--- config.mk ---
export PLATFORM = sky130hd
export DESIGN_NAME = dbg_mode_ctrl
export DESIGN_NICKNAME = d
export VERILOG_FILES = /design/src/rtl/dbg_mode_ctrl.sv
export SDC_FILE = /design/constraint.sdc
export NUM_CORES = 1
export LEC_CHECK = 0
export CORE_UTILIZATION = 31
export DETAILED_ROUTE_END_ITERATION = 10
export GPL_ROUTABILITY_DRIVEN = 0
export HOLD_SLACK_MARGIN = 0.05
export PLACE_DENSITY_LB_ADDON = 0.1
export SYNTH_ARGS = -nofsm -noshare
export SYNTH_HDL_FRONTEND = slang
export SYNTH_SLANG_ARGS = --single-unit
--- constraint.sdc ---
create_clock -name cpu_clk -period 1.6 [get_ports cpu_clk]
set_input_delay 0.16 -clock cpu_clk [delete_from_list [all_inputs] [get_ports cpu_clk]]
set_output_delay 0.16 -clock cpu_clk [all_outputs]
set_load 0.02 [all_outputs]
--- src/rtl/dbg_mode_ctrl.sv ---
// Debug-mode entry/exit controller.
// Arbitrates trigger, ebreak, haltreq and single-step into one halt cause, squashes EX,
// captures dpc/cause, drains the pipe, holds the core halted and sequences resume.
// Optional feature: define DBG_STEP_EN to enable dcsr.step single-stepping (cause 4).
module dbg_mode_ctrl #(
  parameter int unsigned ADDR_WIDTH    = 32,
  parameter int unsigned DRAIN_MAX     = 16,
  parameter int unsigned RESUME_CYCLES = 2
) (
  input  logic                  cpu_clk,
  input  logic                  cpu_rstn,
  input  logic                  breakpoint,
  input  logic                  ebreak_ex,
  input  logic                  dcsr_ebreakm,
  input  logic                  dcsr_step,
  input  logic                  haltreq,
  input  logic                  resumereq,
  input  logic                  ex_valid,
  input  logic                  retire_ex,
  input  logic [ADDR_WIDTH-1:0] pc_ex,
  input  logic [ADDR_WIDTH-1:0] next_pc_ex,
  input  logic                  pipe_idle,
  input  logic                  dpc_wr,
  input  logic [ADDR_WIDTH-1:0] dpc_wdata,
  output logic                  dbg_mode,
  output logic                  halted,
  output logic                  resumeack,
  output logic                  dbg_flush,
  output logic                  resume_redirect,
  output logic [ADDR_WIDTH-1:0] resume_pc,
  output logic [ADDR_WIDTH-1:0] dpc,
  output logic [2:0]            dcsr_cause,
  output logic                  drain_err
);

  // One counter serves both DRAIN (timeout) and RESUME (hold time).
  localparam int unsigned CntMax = (DRAIN_MAX > RESUME_CYCLES) ? DRAIN_MAX : RESUME_CYCLES;
  localparam int unsigned CntW   = (CntMax > 1) ? $clog2(CntMax) : 1;
  localparam logic [CntW-1:0] DrainLast  = CntW'(DRAIN_MAX - 1);
  localparam logic [CntW-1:0] ResumeLast = CntW'(RESUME_CYCLES - 1);

  localparam logic [2:0] CauseEbreak  = 3'd1;
  localparam logic [2:0] CauseTrigger = 3'd2;
  localparam logic [2:0] CauseHaltreq = 3'd3;
  localparam logic [2:0] CauseStep    = 3'd4;

  typedef enum logic [1:0] {StRun, StDrain, StHalted, StResume} state_e;

  state_e                state_q;
  logic [CntW-1:0]       cnt_q;
  logic [ADDR_WIDTH-1:0] dpc_q;
  logic [2:0]            cause_q;
  logic                  drain_err_q;
  logic                  dbg_mode_q;
  logic                  halted_q;
  logic                  resumeack_q;
  logic                  redirect_q;

  logic                  step_hit;
  logic                  resume_go;
  logic                  evt;
  logic [2:0]            evt_cause;
  logic [ADDR_WIDTH-1:0] evt_pc;

  assign resume_go = (state_q == StHalted) && resumereq && !haltreq;

`ifdef DBG_STEP_EN
  logic step_armed_q;

  assign step_hit = step_armed_q && retire_ex;

  // Arm single-step on resume; disarm once the stepped instruction has halted us.
  always_ff @(posedge cpu_clk) begin
    if (!cpu_rstn) begin
      step_armed_q <= 1'b0;
    end else if (resume_go) begin
      step_armed_q <= dcsr_step;
    end else if (evt && (evt_cause == CauseStep)) begin
      step_armed_q <= 1'b0;
    end
  end
`else
  logic unused_step;

  assign unused_step = ^{dcsr_step, retire_ex};
  assign step_hit    = 1'b0;
`endif

  // Prioritised halt-event arbitration; only meaningful while running.
  always_comb begin
    evt       = 1'b0;
    evt_cause = 3'd0;
    evt_pc    = '0;
    if (state_q == StRun) begin
      if (breakpoint) begin
        evt       = 1'b1;
        evt_cause = CauseTrigger;
        evt_pc    = pc_ex;
      end else if (ebreak_ex && ex_valid && dcsr_ebreakm) begin
        evt       = 1'b1;
        evt_cause = CauseEbreak;
        evt_pc    = pc_ex;
      end else if (haltreq && ex_valid) begin
        evt       = 1'b1;
        evt_cause = CauseHaltreq;
        evt_pc    = pc_ex;
      end else if (step_hit) begin
        // Stepped instruction retires, so resume at its successor.
        evt       = 1'b1;
        evt_cause = CauseStep;
        evt_pc    = next_pc_ex;
      end
    end
  end

  // Debug-mode FSM with registered status outputs.
  always_ff @(posedge cpu_clk) begin
    if (!cpu_rstn) begin
      state_q     <= StRun;
      cnt_q       <= '0;
      dpc_q       <= '0;
      cause_q     <= 3'd0;
      drain_err_q <= 1'b0;
      dbg_mode_q  <= 1'b0;
      halted_q    <= 1'b0;
      resumeack_q <= 1'b0;
      redirect_q  <= 1'b0;
    end else begin
      resumeack_q <= 1'b0;
      redirect_q  <= 1'b0;
      unique case (state_q)
        StRun: begin
          if (evt) begin
            state_q    <= StDrain;
            cnt_q      <= '0;
            dpc_q      <= evt_pc;
            cause_q    <= evt_cause;
            dbg_mode_q <= 1'b1;
          end
        end
        StDrain: begin
          if (pipe_idle || (cnt_q == DrainLast)) begin
            state_q  <= StHalted;
            halted_q <= 1'b1;
            cnt_q    <= '0;
            if (!pipe_idle) begin
              drain_err_q <= 1'b1;
            end
          end else begin
            cnt_q <= cnt_q + 1'b1;
          end
        end
        StHalted: begin
          if (dpc_wr) begin
            dpc_q <= dpc_wdata;
          end
          if (resume_go) begin
            state_q    <= StResume;
            halted_q   <= 1'b0;
            redirect_q <= 1'b1;
            cnt_q      <= '0;
          end
        end
        StResume: begin
          if (cnt_q == ResumeLast) begin
            state_q     <= StRun;
            dbg_mode_q  <= 1'b0;
            resumeack_q <= 1'b1;
            cnt_q       <= '0;
          end else begin
            cnt_q <= cnt_q + 1'b1;
          end
        end
        default: state_q <= StRun;
      endcase
    end
  end

  assign dbg_flush       = cpu_rstn && evt;
  assign dbg_mode        = dbg_mode_q;
  assign halted          = halted_q;
  assign resumeack       = resumeack_q;
  assign resume_redirect = redirect_q;
  assign resume_pc       = dpc_q;
  assign dpc             = dpc_q;
  assign dcsr_cause      = cause_q;
  assign drain_err       = drain_err_q;

endmodule
==> results of run 1 <==
worst max-delay path, stage by stage, from the launching register on:
cell and delay, ns:
dfxtp_4 0.38, inv_2 0.05, ha_4 0.18, and3b_1 0.17, a221o_2 0.37, buf_12 0.17
nand2_1 0.07, o221a_1 0.16
cells by family after synthesis:
family	Yosys count	synth area share, %
flip-flops	45	37.6
other	1	0.157
AO/OA/AOI/OAI	56	24.2
multiplexers	2	0.836
AND/OR/NAND/NOR	96	18.1
adder cells (fa/ha/maj)	6	3.14
buffers and inverters	57	15.9
registers in the layout (all words and copies together) (netlist names):
name and count:
dpc 32, dbg_mode 1, resume_redirect 1, drain_err 1, resumeack 1, dcsr_cause 2
halted 1, state_q 2, cnt_q 4
power breakdown:
group	internal [mW]	leakage [nW]	switching, mW	total, mW
Sequential	1.55	0.376	0.335	1.89
Combinational	2.14	1.21	1.92	4.05
Clock	0.311	0.0481	0.438	0.749
synth_stat cells, drive strengths merged (3+ instances only):
library cell | number | area share (%)
nand2 | 68 | 11
dfxtp | 45 | 38
buf | 43 | 14
o221a | 32 | 15
inv | 8 | 1.3
o211ai | 7 | 2.6
clkbuf | 6 | 0.94
ha | 6 | 3.1
nor2 | 5 | 0.78
nand3 | 4 | 0.84
a21o | 3 | 0.94
a21oi | 3 | 1.1
nand2b | 3 | 0.78
stage by stage:
stage	TNS [ns]	power, mW	setup WS (ns)
after global placement	-6.63	5.88	-0.211
after global routing	-2.33	7.03	-0.0848
final	-0.201	6.69	-0.0261
after CTS	-0.993	6.73	-0.0471
after floorplan	-0.392	4.32	-0.0137
after detailed placement	-7.02	5.92	-0.224
final cells by class:
cell class              instances  area [um^2]
clock buffers                   5         68.8
inverters                       8         30.0
flip-flops and latches         45          911
clock inverters                 3         22.5
repair buffers                172         1680
multi-input cells             161         1170
fillers                       698         3360
well taps                      99          124
per-layer routing:
| layer | track usage, % | part of all wire [%] | wire length (um) |
|---|---|---|---|
| met5 | 0 | 0 | 0 |
| met4 | 5.24 | 1.2 | 83 |
| met3 | 3.30 | 4.9 | 341 |
| met2 | 29.0 | 49 | 3430 |
| met1 | 21.4 | 45 | 3150 |
final timing paths:
kind         cells past startpoint  slack, ns           from             to
min reg2reg                      2       0.49  dcsr_cause[1]  dcsr_cause[1]
min                              3       0.17       cpu_rstn  dcsr_cause[1]
max reg2reg                      7      -0.03     state_q[1]        dpc[12]
max                              7      -0.03     state_q[1]        dpc[12]
repair_timing:
item,CTS,global route
buffers inserted,2,1
endpoints found under the setup margin,39,39
resized for setup,10,4
endpoints found under the hold margin,0,0
pin swaps,1,1
==> out/qor.txt, run 1 <==
status - complete, but fails checks
violated checks - negative setup slack
# setup viols final - 23
Hold Slack - 0.171 ns
setup ws final - -0.0261 ns
initial core utilization - 32.5%
leading cell type in the layout, fill and taps excluded - clkdlybuf4s50_1
critical path type - flip-flop to flip-flop
Max Clk Rate - 0.615 GHz
Vias per Instance - 4.72
DRC - 0
synth warn - 0
period utilisation layout - 102%
Startpoint Class - flip-flop
Clock H-tree levels - 2
clock root buffer - clkbuf_8
maximum VDD drop - 0.798 mV
initial antenna violation count - 0
Mapped Cells - 263
utilization after layout - 54.4%
PwrDens - 1670 nW/um^2
worst-case clock buffer depth - 2
Worst-path clk slew - 0.09 ns
CTS sink cnt - 45
final hold viol count - 0
fin crit period - 1.63 ns
Critical Path Sink Type - flip-flop
Lkg Pwr - 1.63 nW
total gr overflow - 0
Clock Skews - 0.0105 ns
Placed Cells - 482
Routed Wire Length - 7000 um
via count of the first global-routing pass - 2157
CP Data Arrival Time - 1.88 ns
CTS tree - done
DR WL/cell - 14.2 um
EDFF count, synth - 0
RSZ-0062 raised after global routing - yes
Yosys cell types - 41
Seq cells post-synth - 45
ANT cells - 0
die width - 89.9 um
Routed Antenna Nets - 0
Mean Syn Cell Area - 9.10 um^2
synthesis-to-layout area growth - 67.5%
fin area - 4010 um^2
Slew Limit Fails - 0
CTS Hold Buffers Added - 0
non-filler cells, final - 493
number of I/O pins - 181
Post-synth top flop - dfxtp_1
drt first pass iters - 4
Core ar. - 7370 um^2
first-pass GRT wire length - 11100 um
Seq/Total Area, Yosys - 37.6%
DIE HEIGHT - 89.9 um
routed via count - 2329
HP Class - primary input to flip-flop
port bufs - 145
Rows - 31
Synth Cell Area - 2390 um^2
Clock Latency Late Sink - 0.31 ns
GR Util All Layers - 16.9%
CTS buffer count - 5
Syn Nets - 377
nets - 507
maxcap violations - 0
Post-DP HPWL - 4940 um
Die ar. - 8080 um^2
fraction of registers with async set/reset - 0%
most frequent cells in the layout - 143 x clkdlybuf4s50_1, 68 x nand2_1, 41 x dfxtp_1
peak fanout along the critical path - 32
Post-DP Area - 3850 um^2
DRT iter0 DRCs - 67
largest net degree at the start of global routing - 46
Critical Path RT - 1.85 ns
layout cells sized above 1 - 15.5%
No activity file was read; power rests on OpenSTA's default activity.
==> inputs of run 2 (changes only) <==
Settings changed: RECOVER_POWER from default to 50.
==> results of run 2 <==
Final layout, timing and power as in run 1 (identical DEF).
==> inputs of run 3 (changes only) <==
Settings changed: CORE_UTILIZATION 31 to 37.
Clock period 1.6 ns to 1.9 ns, I/O delays scaled along.
==> run 3 against run 2 <==
The run now ends clean. Clock-buffer cell count unchanged. Die area decreased by 16%. Global-route usage increased by 1.8 points. Worst hold slack improved by 0.087 ns. Sequential cell count unchanged. Via count decreased by 2.1%. Final area decreased by 4.5%. Setup slack improved by 0.12 ns. First-iteration DRC count decreased by 9.0%.
==> out/qor.txt, run 3 (synthesized netlist as in run 1, its figures left out) <==
HP Class - primary input to flip-flop
most frequent cells in the layout - 92 x clkdlybuf4s50_1, 68 x nand2_1, 51 x dlygate4sd3_1
final hold viol count - 0 (unchanged)
utilization after layout - 62.8% (+8.4 points)
Int Pwr - 3.12 mW (-22%)
clock root buffer - clkbuf_8
RSZ-0062 raised after global routing - no
CP bufs+invs - 3 (+1)
Lkg Pwr - 1.65 nW (+0.81%)
CP Cell Sequence - inv_1 -> ha_2 -> buf_4 -> and3_1 -> dlygate4sd2_1
Clock H-tree levels - 2 (unchanged)
maximum VDD drop - 0.878 mV (+10%)
switching pwr - 2.20 mW (-18%)
area of the multi-input gates - 1120 um^2 (-4.7%)
DIE HEIGHT - 82.4 um (-8.3%)
clock power share - 11.6% (+0.4 points)
Post-DP HPWL - 4980 um (+0.76%)
Core ar. - 6100 um^2 (-17%)
sequential share of power - 29.3% (+1.1 points)
initial antenna violation count - 0 (unchanged)
drt first pass iters - 4 (unchanged)
Critical Path RT - 1.71 ns (-0.14 ns)
CTS sink cnt - 45 (unchanged)
Startpoint Class - flip-flop
Critical Path Sink Type - primary output
CP max stage delay - 0.35 ns (-0.03 ns)
DR WL/cell - 14.6 um (+2.7%)
TNS Setup - 0 ns (+0.201 ns)
period utilisation layout - 94.9%
met2 usage - 32.6% (+3.7 points)
initial core utilization - 39.3% (+6.8 points)
fin crit period - 1.80 ns
M1 GR Usage - 22.4% (+1.0 points)
ANT cells - 0 (unchanged)
met3 Use GR - 4.73% (+1.4 points)
GR Util All Layers - 18.7% (+1.8 points)
Worst-path clk slew - 0.09 ns (about the same)
routed via count - 2280 (-2.1%)
leading cell type in the layout, fill and taps excluded - clkdlybuf4s50_1
first-pass GRT wire length - 9780 um (-12%)
status - finished, final reports clean
worst-case clock buffer depth - 2 (unchanged)
CP Data Arrival Time - 1.61 ns (-0.27 ns)
post-cts resize count - 1 (-9)
Sw Share - 41.3% (+1.1 points)
peak fanout along the critical path - 6 (-81%)
Post-CTS Setup Bufs - 0 (-2)
via count of the first global-routing pass - 2027 (-6.0%)
port bufs - 145 (unchanged)
Clock Skews - 0.0125 ns (+0.00204 ns)
maxcap violations - 0 (unchanged)
layout cells sized above 1 - 9.69% (-5.8 points)
Register Area - 901 um^2 (-1.1%)
Routed Wire Length - 6660 um (-4.8%)
GRT busiest layer - met2
Routed Antenna Nets - 0 (unchanged)
synthesis-to-layout area growth - 59.9%
nets - 495 (-2.4%)
CTS tree - done
PwrDens - 1390 nW/um^2 (-17%)
Slew Limit Fails - 0 (unchanged)
Max stage delay cell, worst path - dfxtp_1
DRC - 0 (unchanged)
crit-path leading delay family - buffers and inverters
largest net degree at the start of global routing - 30 (-35%)
number of I/O pins - 181 (unchanged)
max reg flops - 32 (unchanged)
Clock Latency Late Sink - 0.30 ns (about the same)
die width - 82.4 um (-8.3%)
critical path type - flip-flop to primary output
Rows - 28 (-9.7%)
Max Clk Rate - 0.555 GHz
filler cell count - 535 (-23%)
total gr overflow - 0 (unchanged)
# setup viols final - 0 (-100%)
CTS buffer count - 5 (unchanged)
CTS Hold Buffers Added - 0 (unchanged)
R2R setup slack - 0.13 ns (+0.16 ns)
Gate power share - 59.1% (-1.5 points)
DRT iter0 DRCs - 61 (-9.0%)
Vias per Instance - 4.99 (+5.6%)
Die ar. - 6790 um^2 (-16%)
[run 3: changes by cell type in the layout (fill, tap and decap cells not counted), sizes merged]
cell,change
clkinv,-2
clkbuf,-1
dlygate4sd2,+1
buf,-12
clkinvlp,+3
clkdlybuf4s50,-51
inv,-1
dlygate4sd3,+51
[run 3: cell type report]
cell class                      count  share of cell area [%]
Tap cell                           75                    2.45
Sequential cell                    45                    23.5
Multi-Input combinational cell    161                    29.2
Clock inverter                      3                   0.588
Timing Repair Buffer              160                    41.7
Inverter                            8                   0.785
Clock buffer                        5                    1.80
[run 3: worst reg2reg max path, cell delays in order, from the launching register on]
cell	delay, ns
dfxtp_1	0.39
ha_1	0.28
and3b_1	0.20
a221o_2	0.42
buf_4	0.19
nand2_1	0.07
o221a_1	0.16
[run 3: stage by stage]
stage | total power, mW | worst slack, ns | cells | cell area [um^2] | hold WS [ns]
4_1_cts | 5.54 | 0.0174 | 457 | 3820 | 0.242
6_report | 5.32 | 0.0973 | 457 | 3830 | 0.258
3_5_place_dp | 4.92 | -0.0198 | 449 | 3730 | 0.467
2_1_floorplan | 3.62 | 0.169 | 263 | 2390 | 0.286
3_3_place_gp | 4.88 | -0.0133 | 449 | 3730 | 0.465
5_1_grt | 5.65 | 0.0208 | 457 | 3830 | 0.275
[run 3: worst paths after layout]
kind                                  from         to  cells past startpoint
worst max register to register  state_q[1]     dpc[5]                      6
worst min-delay path              cpu_rstn  drain_err                      3
worst min register to register   drain_err  drain_err                      2
worst max-delay path            state_q[1]  dbg_flush                      5
[run 3: metal layers]
metal	up-vias	routed length (um)
met2	98	3270
met5	-	0
li1	1136	-
met3	7	580
met1	1039	2740
met4	0	78
[run 3: power groups by stage]
stage | Combinational (mW) | Clock (mW) | Sequential [mW]
after floorplan | 1.66 | 0 | 1.96
after global placement | 3.29 | 0 | 1.59
after detailed placement | 3.32 | 0 | 1.60
after CTS | 3.32 | 0.632 | 1.58
after global routing | 3.37 | 0.666 | 1.62
final | 3.14 | 0.617 | 1.56
